File: config.mk
export PLATFORM = sky130hd
export DESIGN_NAME = uart_txd
export DESIGN_NICKNAME = d
export VERILOG_FILES = /design/src/rtl/uart_txd.sv
export SDC_FILE = /design/constraint.sdc
export NUM_CORES = 1
export LEC_CHECK = 0
export CAP_MARGIN = 25
export CORE_ASPECT_RATIO = 0.6
export CORE_MARGIN = 1
export CORE_UTILIZATION = 61
export DETAILED_ROUTE_END_ITERATION = 10
export GPL_ROUTABILITY_DRIVEN = 0
export HOLD_SLACK_MARGIN = 0.05
export PLACE_DENSITY = 0.95
export SLEW_MARGIN = 20
export SYNTH_ARGS = -nofsm -noshare
export SYNTH_HDL_FRONTEND = slang
export SYNTH_SLANG_ARGS = --single-unit
File: constraint.sdc
create_clock -name clk -period 4.94 [get_ports clk]
set_input_delay 0.988 -clock clk [delete_from_list [all_inputs] [get_ports clk]]
set_output_delay 0.988 -clock clk [all_outputs]
set_load 0.01 [all_outputs]
File: src/rtl/uart_txd.sv
// 8N1 UART transmitter: one byte per valid/rdy handshake, serialised LSB first on txd.
// Define UART_TX_PARITY_EN to insert an even-parity bit between data bit 7 and the stop bit.
module uart_txd #(
  parameter int unsigned CLK_FREQ  = 100_000_000,
  parameter int unsigned BAUD_RATE = 9600
) (
  input  logic       clk,
  input  logic       rst,
  input  logic       valid,
  input  logic [7:0] data,
  output logic       rdy,
  output logic       txd,
  output logic       busy
);

  localparam int unsigned CLKS_PER_BIT = CLK_FREQ / BAUD_RATE;
  localparam int unsigned BAUD_W       = (CLKS_PER_BIT > 1) ? $clog2(CLKS_PER_BIT) : 1;
  localparam logic [BAUD_W-1:0] BAUD_LAST = BAUD_W'(CLKS_PER_BIT - 1);

  if (CLKS_PER_BIT < 2) begin : g_bad_baud
    $error("uart_txd: CLK_FREQ/BAUD_RATE must be at least 2");
  end

  typedef enum logic [2:0] {
    S_IDLE,
    S_START,
    S_DATA,
`ifdef UART_TX_PARITY_EN
    S_PARITY,
`endif
    S_STOP
  } state_e;

  state_e            state_q;
  logic [BAUD_W-1:0] baud_q;
  logic [BAUD_W-1:0] baud_d;
  logic [2:0]        bit_q;
  logic [7:0]        shreg_q;
  logic              txd_q;
  logic              rdy_q;
`ifdef UART_TX_PARITY_EN
  logic              parity_q;
`endif

  logic baud_tick;
  logic accept;

  // The terminal count both wraps the baud counter and advances the frame by one bit.
  assign baud_tick = (baud_q == BAUD_LAST);
  assign baud_d    = baud_tick ? '0 : baud_q + 1'b1;
  assign accept    = valid && rdy_q;

  // NOTE: every register below uses <= so all of them update from the same pre-edge
  // values; a blocking = here would let later statements see half-updated state.
  always_ff @(posedge clk) begin
    if (!rst) begin
      state_q  <= S_IDLE;
      baud_q   <= '0;
      bit_q    <= '0;
      shreg_q  <= '0;
      txd_q    <= 1'b1;
      rdy_q    <= 1'b1;
`ifdef UART_TX_PARITY_EN
      parity_q <= 1'b0;
`endif
    end else begin
      case (state_q)
        S_IDLE: begin
          baud_q <= '0;
          bit_q  <= '0;
          txd_q  <= 1'b1;
          rdy_q  <= 1'b1;
          if (accept) begin
            shreg_q  <= data;
`ifdef UART_TX_PARITY_EN
            parity_q <= ^data;
`endif
            state_q  <= S_START;
            txd_q    <= 1'b0;
            rdy_q    <= 1'b0;
          end
        end

        S_START: begin
          baud_q <= baud_d;
          if (baud_tick) begin
            state_q <= S_DATA;
            txd_q   <= shreg_q[0];
          end
        end

        S_DATA: begin
          baud_q <= baud_d;
          if (baud_tick) begin
            if (bit_q == 3'd7) begin
`ifdef UART_TX_PARITY_EN
              state_q <= S_PARITY;
              txd_q   <= parity_q;
`else
              state_q <= S_STOP;
              txd_q   <= 1'b1;
`endif
            end else begin
              bit_q   <= bit_q + 3'd1;
              shreg_q <= {1'b0, shreg_q[7:1]};
              txd_q   <= shreg_q[1];
            end
          end
        end

`ifdef UART_TX_PARITY_EN
        S_PARITY: begin
          baud_q <= baud_d;
          if (baud_tick) begin
            state_q <= S_STOP;
            txd_q   <= 1'b1;
          end
        end
`endif

        S_STOP: begin
          baud_q <= baud_d;
          if (baud_tick) begin
            state_q <= S_IDLE;
            rdy_q   <= 1'b1;
            txd_q   <= 1'b1;
          end
        end

        default: begin
          state_q <= S_IDLE;
          baud_q  <= '0;
          rdy_q   <= 1'b1;
          txd_q   <= 1'b1;
        end
      endcase
    end
  end

  assign rdy  = rdy_q;
  assign txd  = txd_q;
  assign busy = (state_q != S_IDLE);

endmodule

# Yosys cells after proc, flatten, opt, wreduce, memory -nomap -nowiden

Index checks and enable logic that the tools add are counted.

Register bits: 30
Input bits: 11
Output and inout bits: 3
Logic and storage cells: 54

Add/sub/neg operators: 2
Equality and inequality tests: 11
Mux-type cells: 20
Bitwise operators: 3
Reduce and logical (&&, ||, !) cells: 12

Operator list:

| operator              | number |
|---|---|
| $mux 8                | 3 |
| $mux 3                | 7 |
| $pmux 8 s2            | 1 |
| $add 14x1->14 const B | 1 |
| $eq 14x14->1 const B  | 1 |
| $ne 2x2->1 const B    | 6 |
| $pmux 3 s4            | 1 |
| $eq 3x2->1 const B    | 2 |
| $pmux 3 s2            | 1 |
| $reduce_and 3->1      | 2 |
| $reduce_or 3->1       | 2 |
| $mux 1                | 5 |
| $reduce_and 5->1      | 1 |
| $pmux 1 s4            | 1 |
| $reduce_and 4->1      | 1 |
| $add 3x1->3 const B   | 1 |
| $eq 3x1->1 const B    | 1 |
| $eq 3x3->1 const B    | 1 |
| $logic_not 3->1       | 1 |
| $not 1->1             | 3 |
| $pmux 1 s3            | 1 |
| $reduce_bool 3->1     | 1 |
| $reduce_and 2->1      | 1 |
| $reduce_bool 2->1     | 1 |
| other kinds (2)       | 2 |

# Longest topological paths before layout

Depth after elaboration: 4
Gate-level depth with buffers: 8
Gate-level depth less buffers: 6

# Least setup slack after synthesis

No wires, ideal clock.

Path type: input-to-reg
From: in valid
To: reg shreg_q[6]
Setup time: 0.122 ns
Arrival: 1.946 ns
Data required time: 4.818 ns
Slack: 2.871 ns
Cell stages on the path: 6
Path buffers: 2
Path through: a21boi_1 > buf_2 > buf_2 > nor2_1 > a32oi_1 > nand3_1

Word-level cells in the longest chain between the ends: 3

RTL lines:

| what                              | RTL line | RTL |
|---|---|---|
| start: declaration                | 9        | `input logic valid,` |
| $logic_and 1x1->1                 | 51       | `assign accept = valid && rdy_q;` |
| $ne 2x2->1 (no source line)       | -        |  |
| $reduce_and 4->1 (no source line) | -        |  |
| end signal: assignment            | 74       | `shreg_q <= data;` |
| end signal: assignment            | 105      | `shreg_q <= {1'b0, shreg_q[7:1]};` |
| end: declaration                  | 38       | `logic [7:0] shreg_q;` |

No other way between the ends.
A chain may end at the register's enable or synchronous reset.

==> out/results.md <==
| Parameter | This run | Unit |
|:---|:---|:---|
| Worst Skew | 6.62 | ps |
| First-pass GRT wire length | 6510 | um |
| Worst-path fanout max | 24 | - |
| Unrepaired setup endpoints after global routing | no | - |
| Worst hold-check path type | flop to flop | - |
| Routed len/inst | 17.1 | um |
| Slowest cell delay on critical path | 1030 | ps |
| Worst Setup End Kind | flop | - |
| Post-CTS sizing | 0 | - |
| Number of synthesized register bits | 29 | - |
| Cell Chain, Critical Path | clkdlybuf4s50_1, inv_1, nor2_1, a32oi_1, nand3_1 | - |
| Kind of launch point of the worst setup path | input port | - |
| Part of the total power dissipated in the clock network | 22.0 | % |
| Fraction of power consumed by sequential logic | 36.9 | % |
| Number of buffers inserted by hold repair at cts | 0 | - |
| Floorplan die area | 0.00293 | sq mm |
| Die outline width | 69.2 | um |
| CTS tree | built | - |
| Count of flip-flops with a built-in enable after synthesis | 0 | - |
| Wirelength, routed | 3960 | um |
| Synth async-reset ratio | 0 | % |
| ANT nets after route | 0 | - |
| Maximum resistive drop on vdd | 0.228 | mV |
| Max-cap check violation count | 0 | - |
| Total clock buffers created by CTS | 5 | - |
| Initial antenna violation count | 0 | - |
| Antenna cells | 0 | - |
| Initial cell density of the core | 65.0 | % |
| Accumulated negative setup slack | 0 | ps |
| Comb power frac | 41.0 | % |
| Switching Share | 40.5 | % |
| Number of setup buffers added after CTS | 0 | - |
| Worst-Margin Slew | 859 | ps |
| Number of instances in the synthesized netlist | 190 | - |
| Fmax | 335 | MHz |
| Total global-route track usage | 29.1 | % |
| Highest-delay cell along the critical path | clkdlybuf4s50_1 | - |
| Slew Viols, Final | 0 | - |
| Growth of design area from synthesis to finish | 12.5 | % |
| Final Hold Fails | 0 | - |
| DIE HEIGHT | 42.3 | um |
| Std cell rows | 14 | - |
| Worst-skew pair later-pin latency | 290 | ps |
| Proportion of synthesized chip area in sequential cells | 35.2 | % |
| Deepest clock path buffer count | 2 | - |
| DRC violation count after routing | 0 | - |
| DP Cell Count | 225 | - |
| Total congestion overflow | 0 | - |
| Maximum number of pins on one net before global-route repair | 27 | - |
| I/O pin cnt | 14 | - |
| Min Tclk post-route | 2990 | ps |
| Post-route non-filler standard cell count | 232 | - |
| Outcome | completed | - |
| Area of the core region | 0.00254 | sq mm |
| Synth cell types | 40 | - |
| Number of levels in the clock H-tree | 2 | - |
| Clock net sink count | 29 | - |
| Worst endpoint required time | 5170 | ps |
| Netlist area before placement | 0.00165 | sq mm |
| Flip-flop cell with the highest count after synthesis | dfxtp_1 | - |
| Synthesized area per cell | 8.69 | sq um |
| Ratio of cells with drive above 1 in the final layout | 7.50 | % |
| NumNets Final | 219 | - |
| Worst Setup Path Type | input port to flop | - |
| Number of DRC markers after the initial detailed-route iteration | 189 | - |
| Half-perimeter wire length after detailed placement | 2700 | um |
| Final critical-path share of the clock period | 60.5 | % |
| Via count of the routed design | 1526 | - |
| Internal Dissipation | 544 | uW |
| Commonest non-fill, non-tap cells in the layout | 29 x dfxtp_1, 26 x nor2_1, 17 x nand3_1 | - |
| Final setup fails | 0 | - |
| Post-synthesis net count | 209 | - |
| Vias per inst | 6.58 | - |
| Net switching power | 371 | uW |
| Most common cell after layout, fill and taps aside | dfxtp_1 | - |
| Clock transition at the registers of the reported paths | 60 | ps |
| Standby leakage power | 0.000682 | uW |
| Library cell used as clock root buffer | clkbuf_8 | - |
| Number of global-route vias before repair | 1370 | - |
| Warnings from Yosys | 0 | - |
| Power per cell area | 492 | mW/mm^2 |
| Buffers on Ports | 13 | - |
| Worst slew margin relative to its limit | 42.5 | % |
| Crit path DAT | 3210 | ps |
| Total iterations of the first detailed-routing run | 5 | - |
[cell type report]
class                   instances  area [sq um]
repair buffers                 14           138
flip-flops and latches         29           581
inverters                       8          30.0
well taps                      32          40.0
fillers                       188           682
multi-input cells             142           983
clock buffers                   7          86.3
[cells by family (layout without fill, tap and decap cells)]
kind of cell    count (synthesis)  in the layout  share of synthesized area, %
flops                          29             29                          35.2
fa+ha+maj                       8              8                          6.06
simple gates                   94             94                          33.2
compound gates                 20             20                          9.09
xor+xnor                       12             12                          6.36
buf+inv                        19             29                          5.30
mux                             8              8                          4.85
[metal layers]
| metal | track usage [%] | part of all wire, % |
|---|---|---|
| met5 | 0 | 0 |
| met4 | 12.2 | 1.9 |
| met3 | 7.21 | 5.7 |
| met2 | 46.4 | 47 |
| met1 | 37.9 | 46 |
[final timing paths]
kind	startpoint	end	slack (ps)	cells past startpoint
max reg2reg	state_q[0]	shreg_q[6]	2550	6
min	baud_q[0]	baud_q[0]	460	1
min reg2reg	baud_q[0]	baud_q[0]	460	1
max	rst	shreg_q[3]	1950	5
[sequential cells by signal (all words and copies together) (netlist names)]
name,cells
txd,1
shreg_q,8
rdy,1
bit_q,3
state_q,2
baud_q,14
[stage by stage]
stage               instance area, sq um  util (%)  setup WS, ps  total power [uW]  hold WS [ps]
floorplan                           1650         -          2870               598           430
global placement                    1770      69.8          1950               673           439
detailed placement                  1770      69.8          1790               704           449
CTS                                 1860      73.2          2060               908           462
global route                        1860      73.2          1910               963           476
finish                              1860      73.2          1950               915           459
[power groups by stage]
stage | registers, uW | clock network [uW] | logic (uW)
finish | 338 | 202 | 375
global route | 343 | 215 | 405
CTS | 336 | 203 | 369
detailed placement | 340 | 0 | 363
global placement | 335 | 0 | 338
floorplan | 329 | 0 | 269
[worst max-delay path: cells and delay by family]
kind / cells / cell delay, ps
AND/OR/NAND/NOR: 2 / 650
AO/OA/AOI/OAI: 1 / 140
buffers and inverters: 2 / 1430
[synth_stat cells, types with 2 or more instances]
cell / number / area [sq um]
dfxtp_1: 29 / 581
nor2_1: 26 / 97.6
nand3_1: 17 / 85.1
nand4_1: 13 / 81.3
ha_1: 8 / 100
inv_1: 8 / 30.0
mux2i_1: 8 / 80.1
nand2_1: 8 / 30.0
a32oi_1: 7 / 61.3
or4_1: 7 / 52.6
xnor2_1: 7 / 61.3
clkbuf_1: 5 / 18.8
xor2_1: 5 / 43.8
buf_2: 4 / 20.0
or2_2: 4 / 25.0
a21oi_1: 3 / 15.0
a31oi_1: 3 / 18.8
nor3_1: 3 / 15.0
and4_1: 2 / 17.5
nor2b_1: 2 / 12.5
nor4_1: 2 / 12.5
Note: power is estimated with default switching activity, not from simulation.
